**config.mk**
```make
export PLATFORM = sky130hd
export DESIGN_NAME = alu_share_arbiter_flat
export DESIGN_NICKNAME = d
export VERILOG_FILES = /design/src/rtl/alu_share_if.sv /design/src/rtl/alu_share_arbiter.sv /design/src/flat_wrapper.sv
export SDC_FILE = /design/constraint.sdc
export NUM_CORES = 1
export LEC_CHECK = 0
export CAP_MARGIN = 10
export CORE_MARGIN = 8
export CORE_UTILIZATION = 39
export CTS_BUF_LIST = sky130_fd_sc_hd__clkbuf_16
export DETAILED_ROUTE_END_ITERATION = 10
export GPL_TIMING_DRIVEN = 1
export PLACE_DENSITY = 0.87
export RECOVER_POWER = 100
export SLEW_MARGIN = 0
export SYNTH_ARGS = -nofsm -noshare
export SYNTH_HDL_FRONTEND = slang
export SYNTH_SLANG_ARGS = --single-unit
```
**constraint.sdc**
```tcl
create_clock -name clk -period 1.75 [get_ports clk]
set_clock_uncertainty 0.05 [all_clocks]
set_input_delay 0.35 -clock clk [delete_from_list [all_inputs] [get_ports clk]]
set_output_delay 0.35 -clock clk [all_outputs]
set_load 0.05 [all_outputs]
```
**src/rtl/alu_share_if.sv**
```systemverilog
// alu_share_if: request/grant/result bundle between two requesters, the
// shared-ALU arbiter and the shared miniALU. The arbiter takes the slave
// modport; the lab-side logic (requesters plus the ALU) takes the master modport.
// Optional per-requester transaction counters are present when
// ALU_ARB_CNT_EN is defined.
interface alu_share_if #(
  parameter int WIDTH = 4
);
  logic             req0, req1;
  logic [WIDTH-1:0] a0, a1;
  logic [WIDTH-1:0] b0, b1;
  logic             op0, op1;
  logic             gnt0, gnt1;
  logic             done0, done1;
  logic [WIDTH:0]   res0, res1;
  logic             busy;
  logic [WIDTH-1:0] alu_a, alu_b;
  logic             alu_op;
  logic [WIDTH:0]   alu_result;
`ifdef ALU_ARB_CNT_EN
  logic             cnt_clr;
  logic [7:0]       cnt0, cnt1;

  modport master (
    output req0, req1, a0, a1, b0, b1, op0, op1, alu_result, cnt_clr,
    input  gnt0, gnt1, done0, done1, res0, res1, busy, alu_a, alu_b, alu_op,
           cnt0, cnt1
  );

  modport slave (
    input  req0, req1, a0, a1, b0, b1, op0, op1, alu_result, cnt_clr,
    output gnt0, gnt1, done0, done1, res0, res1, busy, alu_a, alu_b, alu_op,
           cnt0, cnt1
  );
`else
  modport master (
    output req0, req1, a0, a1, b0, b1, op0, op1, alu_result,
    input  gnt0, gnt1, done0, done1, res0, res1, busy, alu_a, alu_b, alu_op
  );

  modport slave (
    input  req0, req1, a0, a1, b0, b1, op0, op1, alu_result,
    output gnt0, gnt1, done0, done1, res0, res1, busy, alu_a, alu_b, alu_op
  );
`endif
endinterface

```
**src/rtl/alu_share_arbiter.sv**
```systemverilog
// alu_share_arbiter: round-robin share of one combinational miniALU between
// two requesters. The winner's operands are latched in IDLE, held on the ALU
// for SETTLE cycles (HOLD), the result is registered on the last HOLD edge
// and flagged with a one-cycle done in DONE. Service period is SETTLE+2.
// Optional macro ALU_ARB_CNT_EN adds 8-bit completed-transaction counters
// per requester with a synchronous clear (cnt_clr).
module alu_share_arbiter #(
  parameter int WIDTH  = 4,
  parameter int SETTLE = 1
) (
  input  logic       clk,
  input  logic       rst_n,
  alu_share_if.slave bus
);

  typedef enum logic [1:0] {IDLE, HOLD, DONE} state_t;

  // Counter value seen in the final HOLD cycle.
  localparam logic [3:0] SETTLE_LAST = 4'(SETTLE - 1);

  generate
    if (SETTLE < 1 || SETTLE > 15) begin : g_bad_settle
      $error("alu_share_arbiter: SETTLE=%0d is outside 1..15", SETTLE);
    end
  endgenerate

  state_t           state_q, state_d;
  logic             win_q;       // id of the requester being served
  logic             last_q;      // id of the most recent winner
  logic [3:0]       cnt_q;       // HOLD cycle index
  logic             pick_vld;
  logic             pick;
  logic             last_hold;

  logic [WIDTH-1:0] a_p0, b_p0;
  logic             op_p0;
  logic [WIDTH:0]   res0_q, res1_q;

  logic             gnt0_c, gnt1_c, done0_c, done1_c;
  logic [WIDTH-1:0] alu_a_c, alu_b_c;
  logic             alu_op_c;

  assign last_hold = (state_q == HOLD) && (cnt_q == SETTLE_LAST);

  // State register.
  always_ff @(posedge clk or negedge rst_n) begin
    if (!rst_n) begin
      state_q <= IDLE;
    end else begin
      state_q <= state_d;
    end
  end

  // Arbitration, next state, handshake pulses and ALU drive.
  always_comb begin
    state_d  = state_q;
    pick_vld = 1'b0;
    pick     = 1'b0;
    gnt0_c   = 1'b0;
    gnt1_c   = 1'b0;
    done0_c  = 1'b0;
    done1_c  = 1'b0;
    alu_a_c  = '0;
    alu_b_c  = '0;
    alu_op_c = 1'b0;
    case (state_q)
      IDLE: begin
        if (bus.req0 && bus.req1) begin
          pick_vld = 1'b1;
          pick     = ~last_q;
        end else if (bus.req0) begin
          pick_vld = 1'b1;
          pick     = 1'b0;
        end else if (bus.req1) begin
          pick_vld = 1'b1;
          pick     = 1'b1;
        end
        if (pick_vld) begin
          state_d = HOLD;
        end
      end
      HOLD: begin
        alu_a_c  = a_p0;
        alu_b_c  = b_p0;
        alu_op_c = op_p0;
        if (cnt_q == 4'd0) begin
          gnt0_c = ~win_q;
          gnt1_c = win_q;
        end
        if (cnt_q == SETTLE_LAST) begin
          state_d = DONE;
        end
      end
      DONE: begin
        alu_a_c  = a_p0;
        alu_b_c  = b_p0;
        alu_op_c = op_p0;
        done0_c  = ~win_q;
        done1_c  = win_q;
        state_d  = IDLE;
      end
      default: state_d = IDLE;
    endcase
  end

  // Winner bookkeeping and HOLD cycle counter.
  always_ff @(posedge clk or negedge rst_n) begin
    if (!rst_n) begin
      win_q  <= 1'b0;
      last_q <= 1'b1;
      cnt_q  <= 4'd0;
    end else begin
      if (pick_vld) begin
        win_q  <= pick;
        last_q <= pick;
      end
      if ((state_q == HOLD) && !last_hold) begin
        cnt_q <= cnt_q + 4'd1;
      end else begin
        cnt_q <= 4'd0;
      end
    end
  end

  // Operand latch: sampled only when a request is accepted in IDLE.
  always_ff @(posedge clk) begin
    if (pick_vld) begin
      a_p0  <= pick ? bus.a1  : bus.a0;
      b_p0  <= pick ? bus.b1  : bus.b0;
      op_p0 <= pick ? bus.op1 : bus.op0;
    end
  end

  // Result capture into the winner's register on the last HOLD edge.
  always_ff @(posedge clk or negedge rst_n) begin
    if (!rst_n) begin
      res0_q <= '0;
      res1_q <= '0;
    end else if (last_hold) begin
      if (win_q) begin
        res1_q <= bus.alu_result;
      end else begin
        res0_q <= bus.alu_result;
      end
    end
  end

  assign bus.gnt0   = gnt0_c;
  assign bus.gnt1   = gnt1_c;
  assign bus.done0  = done0_c;
  assign bus.done1  = done1_c;
  assign bus.res0   = res0_q;
  assign bus.res1   = res1_q;
  assign bus.busy   = (state_q != IDLE);
  assign bus.alu_a  = alu_a_c;
  assign bus.alu_b  = alu_b_c;
  assign bus.alu_op = alu_op_c;

`ifdef ALU_ARB_CNT_EN
  logic [7:0] cnt0_q, cnt1_q;

  // Completed-transaction counters; clear beats a same-cycle increment.
  always_ff @(posedge clk or negedge rst_n) begin
    if (!rst_n) begin
      cnt0_q <= 8'd0;
      cnt1_q <= 8'd0;
    end else if (bus.cnt_clr) begin
      cnt0_q <= 8'd0;
      cnt1_q <= 8'd0;
    end else begin
      if (done0_c) begin
        cnt0_q <= cnt0_q + 8'd1;
      end
      if (done1_c) begin
        cnt1_q <= cnt1_q + 8'd1;
      end
    end
  end

  assign bus.cnt0 = cnt0_q;
  assign bus.cnt1 = cnt1_q;
`endif

endmodule
```
**src/flat_wrapper.sv**
```systemverilog
// flat-port wrapper written by rule: the top's interface ports become plain ports
module alu_share_arbiter_flat 
#(
  parameter int WIDTH  = 4,
  parameter int SETTLE = 1
)
  (clk, rst_n, bus_req0, bus_req1, bus_a0, bus_a1, bus_b0, bus_b1, bus_op0, bus_op1, bus_alu_result, bus_gnt0, bus_gnt1, bus_done0, bus_done1, bus_res0, bus_res1, bus_busy, bus_alu_a, bus_alu_b, bus_alu_op);
  alu_share_if #(.WIDTH(WIDTH)) bus_i ();
  input  logic clk;
  input  logic rst_n;
  input wire logic [$bits(bus_i.req0)-1:0] bus_req0;
  input wire logic [$bits(bus_i.req1)-1:0] bus_req1;
  input wire logic [$bits(bus_i.a0)-1:0] bus_a0;
  input wire logic [$bits(bus_i.a1)-1:0] bus_a1;
  input wire logic [$bits(bus_i.b0)-1:0] bus_b0;
  input wire logic [$bits(bus_i.b1)-1:0] bus_b1;
  input wire logic [$bits(bus_i.op0)-1:0] bus_op0;
  input wire logic [$bits(bus_i.op1)-1:0] bus_op1;
  input wire logic [$bits(bus_i.alu_result)-1:0] bus_alu_result;
  output wire logic [$bits(bus_i.gnt0)-1:0] bus_gnt0;
  output wire logic [$bits(bus_i.gnt1)-1:0] bus_gnt1;
  output wire logic [$bits(bus_i.done0)-1:0] bus_done0;
  output wire logic [$bits(bus_i.done1)-1:0] bus_done1;
  output wire logic [$bits(bus_i.res0)-1:0] bus_res0;
  output wire logic [$bits(bus_i.res1)-1:0] bus_res1;
  output wire logic [$bits(bus_i.busy)-1:0] bus_busy;
  output wire logic [$bits(bus_i.alu_a)-1:0] bus_alu_a;
  output wire logic [$bits(bus_i.alu_b)-1:0] bus_alu_b;
  output wire logic [$bits(bus_i.alu_op)-1:0] bus_alu_op;
  assign bus_i.req0 = bus_req0;
  assign bus_i.req1 = bus_req1;
  assign bus_i.a0 = bus_a0;
  assign bus_i.a1 = bus_a1;
  assign bus_i.b0 = bus_b0;
  assign bus_i.b1 = bus_b1;
  assign bus_i.op0 = bus_op0;
  assign bus_i.op1 = bus_op1;
  assign bus_i.alu_result = bus_alu_result;
  assign bus_gnt0 = bus_i.gnt0;
  assign bus_gnt1 = bus_i.gnt1;
  assign bus_done0 = bus_i.done0;
  assign bus_done1 = bus_i.done1;
  assign bus_res0 = bus_i.res0;
  assign bus_res1 = bus_i.res1;
  assign bus_busy = bus_i.busy;
  assign bus_alu_a = bus_i.alu_a;
  assign bus_alu_b = bus_i.alu_b;
  assign bus_alu_op = bus_i.alu_op;
  alu_share_arbiter #(.WIDTH(WIDTH), .SETTLE(SETTLE)) u_core (.clk(clk), .rst_n(rst_n), .bus(bus_i));
endmodule
```
**Yosys cells after proc, flatten, opt, wreduce, memory -nomap -nowiden**

Cells that the tools add are included.

- Add/sub/neg operators: 1
- Equality and inequality tests: 4
- Mux-type cells: 24
- Bitwise operators: 2
- Reductions and logical operators: 11

Operators by type and width:

| cell | count |
|---|---|
| 4-bit 2-to-1 mux | 5 |
| 1-bit 2-to-1 mux | 16 |
| 2-bit AND reduction | 3 |
| 4-bit by 1-bit adder with 4-bit output, second input constant | 1 |
| 4-bit zero test | 1 |
| 2-bit 2-to-1 mux | 2 |
| 2-bit case mux with 2 select lines | 1 |
| 1-bit logical AND | 3 |
| 2-bit by 1-bit == test with 1-bit output, second input constant | 1 |
| 2-bit == test, second input constant | 1 |
| 2-bit zero test | 1 |
| 2-bit by 1-bit != test with 1-bit output, second input constant | 1 |
| 2-bit != test, second input constant | 1 |
| 1-bit inverter | 2 |
| 2-bit nonzero test | 1 |
| 2-bit OR reduction | 1 |
| 1-bit zero test | 1 |

- Register bits: 27
- Bits of input ports: 27
- Output and inout port bits: 24
- Logic and storage cells: 51

**Depth between registers and ports, before layout**

- Depth after elaboration: 6
- Gate-level depth with buffers: 6
- Depth with buffers taken out: 5

**Least setup slack after synthesis**

Ideal clock, no wire load.

- Kind: flip-flop to output port
- Start point: reg u_core.state_q[0]
- End point: out bus_done0
- Data arrival time: 1.350 ns
- Data required time: 1.350 ns
- Path slack: 0.000 ns
- Stages on the path, launching flop included: 4
- Path buffers: 0
- Cells stage by stage: dfrtp_1 inv_1 ha_1 nor2b_1

- Cells in the longest elaborated chain, start to end: 2

Ends and longest elaborated chain:

| item | line | source |
|---|---|---|
| start: declaration | alu_share_arbiter.sv:27 | `state_t state_q, state_d;` |
| start signal: assignment | alu_share_arbiter.sv:50 | `state_q <= state_d;` |
| 2-bit == test | alu_share_arbiter.sv:66 | `case (state_q)` |
| 1-bit 2-to-1 mux | alu_share_arbiter.sv:66 |  |
| end: declaration | flat_wrapper.sv:22 | `output wire logic [$bits(bus_i.done0)-1:0] bus_done0;` |

No other way between the ends.

**Final worst setup path**

- Start point: reg u_core.cnt_q[1]
- End point: out bus_gnt0

- Cells in the longest elaborated chain, start to end: 3

Ends and longest elaborated chain:

| item | line | source |
|---|---|---|
| start: declaration | alu_share_arbiter.sv:30 | `logic [3:0] cnt_q;` |
| start signal: assignment | alu_share_arbiter.sv:118 | `cnt_q <= cnt_q + 4'd1;` |
| 4-bit zero test | alu_share_arbiter.sv:86 | `if (cnt_q == 4'd0) begin` |
| 1-bit 2-to-1 mux | alu_share_arbiter.sv:86 |  |
| 1-bit 2-to-1 mux | alu_share_arbiter.sv:66 |  |
| end: declaration | flat_wrapper.sv:20 | `output wire logic [$bits(bus_i.gnt0)-1:0] bus_gnt0;` |

No other way between the ends.

==> flow_summary.ini <==
[status]
status = complete, but fails checks
failed_checks = setup timing

[timing]
period_minus_slack_ps = 1870
finalCritPeriodShare = 1.07
hold_viol = 0
relSlewSlack = 0.585
rsz0062_at_grt = true
final.setup.worst_slack_ps = -120
setup_tns_ps = -343
setup-violations-final = 4
maxSlewViolCount = 0
worst_slew_pin_slew_ps = 625
fmax_mhz = 535

[power_and_ir_drop]
powerDensity_nw_per_um2 = 2110
power_switching_mw = 2.06
seqPwrFrac = 0.224
power.internal_mw = 2.63
vdd_ir_drop_max_mv = 0.929
p_comb_frac = 0.661
netSwitchingFraction = 0.439
finalPower_mw = 4.69
power.leakage_nw = 0.942
power.clock.fraction = 0.114

[route]
drcViolationCount = 0
viasPerCell = 4.77
firstDrtPassIters = 4
ant_nets = 0
wl_mm = 3.16
wl_per_cell_um = 15.3
drt-initial-drc-count = 47
vias = 987

[flow_run]
maxCapViolCount = 0

[clock_tree]
clock_latency_ps = 260
cts.sinks = 27
cts_buffer_depth = 2
cts_buffers = 3
path_clk_slew_ps = 70
htree_levels = 1
cts-root-buf = clkbuf_16
cts_tree = done

[floorplanning]
die_y_um = 74.0
fp-row-count = 21
start_util = 0.400
ios = 51
die_x_um = 74.0
core_area_um2 = 3280
dieArea_um2 = 5480

[layout]
final_cells = 207
antenna_cells = 0
drive_gt1_frac = 0.466
areaGrowthSynthToFinish_pct = 68.9
final_util = 0.675
nNetsFinal = 196

[worst_setup_path]
cp.required_ps = 1350
r2r-start = u_core.cnt_q[1]
crit_type = flip-flop to output port
rrSetupSlack_ps = -50
crit_start = u_core.cnt_q[1]
crit_chain = inv_1 -> ha_4 -> nor3b_4 -> and3_4 -> buf_12
max_stage_delay_ps = 390
worstSetupEndpointType = output port
crit_path_max_fanout = 3
cp-start-kind = flip-flop
ff2ff_path_depth = 6
r2r-end = u_core.state_q[1]
arrival_ps = 1470
critPathCapture = bus_gnt0
critPathSlowestCell = dfrtp_1

[synth]
synthArstFlopShare = 0.667
yosys-top-cells-count = mux2_2, dfrtp_1, and2_1
synth_nets = 130
yosysWarnings = 0
yosysTopAreaCellShare = 0.324
syn-cell-area_um2 = 1310
yosysSeqAreaShare = 0.550
synth.largest_area_cell = dfrtp_1
synth.top_cells.by_area = dfrtp_1, edfxtp_1, mux2_2
synth.distinct_cells = 23
synth.avg_cell_area_um2 = 13.7
yosys_most_used_dff = dfrtp_1
synth_edf_count = 9
ys_seq_elements = 27
synthMostInstantiatedCell = mux2_2
netlist_instances = 96

[grt]
grt_pass1_wl_mm = 5.13
grt_antenna_before_repair = 0
overflow = 0
grt_max_degree = 17
grt_pass1_vias = 1116
grtUsageTotal = 0.123

[place]
dp_slack_ps = -296
hpwl_mm = 2.44
gp_congestion = 0.784
io_buffers = 50
dp_cells = 199

[hold_path]
hold_class = input port to asynchronous set/reset pin
==> cell families after synthesis <==
kind of cell | synth area share
AND/OR/NAND/NOR | 0.136
flip-flops | 0.550
multiplexers | 0.186
buffers and inverters | 0.0209
adder cells (fa/ha/maj) | 0.0667
AO/OA/AOI/OAI | 0.0343
XOR/XNOR | 0.00667
==> metrics by stage <==
| step | hold WS, ps | area [um^2] |
|---|---|---|
| 3_3_place_gp | 441 | 2050 |
| 6_report | 391 | 2220 |
| 4_1_cts | 316 | 2200 |
| 5_1_grt | 408 | 2220 |
| 2_1_floorplan | 4.41 | 1310 |
| 3_5_place_dp | 449 | 2050 |
==> worst min path at each step <==
stage / start / end / cells past startpoint
after floorplan: rst_n / u_core.bus.res0[0] / 0
after global placement: u_core.bus.res1[3] / u_core.bus.res1[3] / 1
after detailed placement: u_core.bus.res1[0] / u_core.bus.res1[0] / 1
after CTS: rst_n / u_core.state_q[1] / 1
after global routing: rst_n / u_core.cnt_q[1] / 1
final: rst_n / u_core.state_q[0] / 1
==> power groups by stage <==
| stage | Combinational (mW) | Clock (mW) | Sequential [mW] |
|---|---|---|---|
| 2_1_floorplan | 1.26 | 0 | 1.45 |
| 3_3_place_gp | 2.95 | 0 | 1.03 |
| 3_5_place_dp | 3.00 | 0 | 1.05 |
| 4_1_cts | 3.11 | 0.546 | 1.04 |
| 5_1_grt | 3.26 | 0.569 | 1.08 |
| 6_report | 3.10 | 0.535 | 1.05 |
==> final cells by class <==
type	instances	area [um^2]
Clock buffer	3	75.1
Sequential cell	27	722
Fill cell	267	1070
Inverter	6	22.5
Clock inverter	1	7.51
Multi-Input combinational cell	62	657
Tap cell	46	57.6
Timing Repair Buffer	62	677
==> flip-flops by register name, summed over array words and instances, names as in the netlist <==
register / cells
u_core.a_p0: 4
u_core.b_p0: 4
u_core.bus.res0: 5
u_core.bus.res1: 5
u_core.cnt_q: 4
u_core.last_q: 1
u_core.op_p0: 1
u_core.state_q: 2
u_core.win_q: 1
==> cells in the final DEF (no fill, tap or decap), types with 2 or more instances in the layout <==
cell type,n
mux2_2,18
dfrtp_1,17
clkdlybuf4s50_1,25
inv_2,3
and3_1,2
and2_1,2
buf_12,15
edfxtp_1,9
ha_1,4
ha_4,2
buf_4,10
nand3_1,2
and3_4,3
nor2b_2,2
inv_1,3
mux2_4,3
clkbuf_16,3
clkbuf_1,11
nor2b_1,2
and2_4,9
==> worst max-delay path: cells and delay by family (launching register included) <==
family | cells | cell delay (ps)
flip-flops | 1 | 390
adder cells (fa/ha/maj) | 1 | 140
AND/OR/NAND/NOR | 2 | 450
buffers and inverters | 2 | 220
==> repair_timing <==
item,in CTS,in global routing
setup buffers,3,2
hold buffers,0,0
setup endpoints to repair,28,23
hold endpoints to repair,0,0
gates resized for setup,12,15
pin swaps,3,4
==> per-layer routing <==
layer | GRT usage | vias up | wire length, um
met5 | 0 | - | 0
met1 | 0.120 | 483 | 1150
met3 | 0.0499 | 3 | 294
met4 | 0.0554 | 0 | 38
li1 | - | 463 | -
met2 | 0.222 | 38 | 1680
Note: power is estimated with default switching activity, not from simulation.
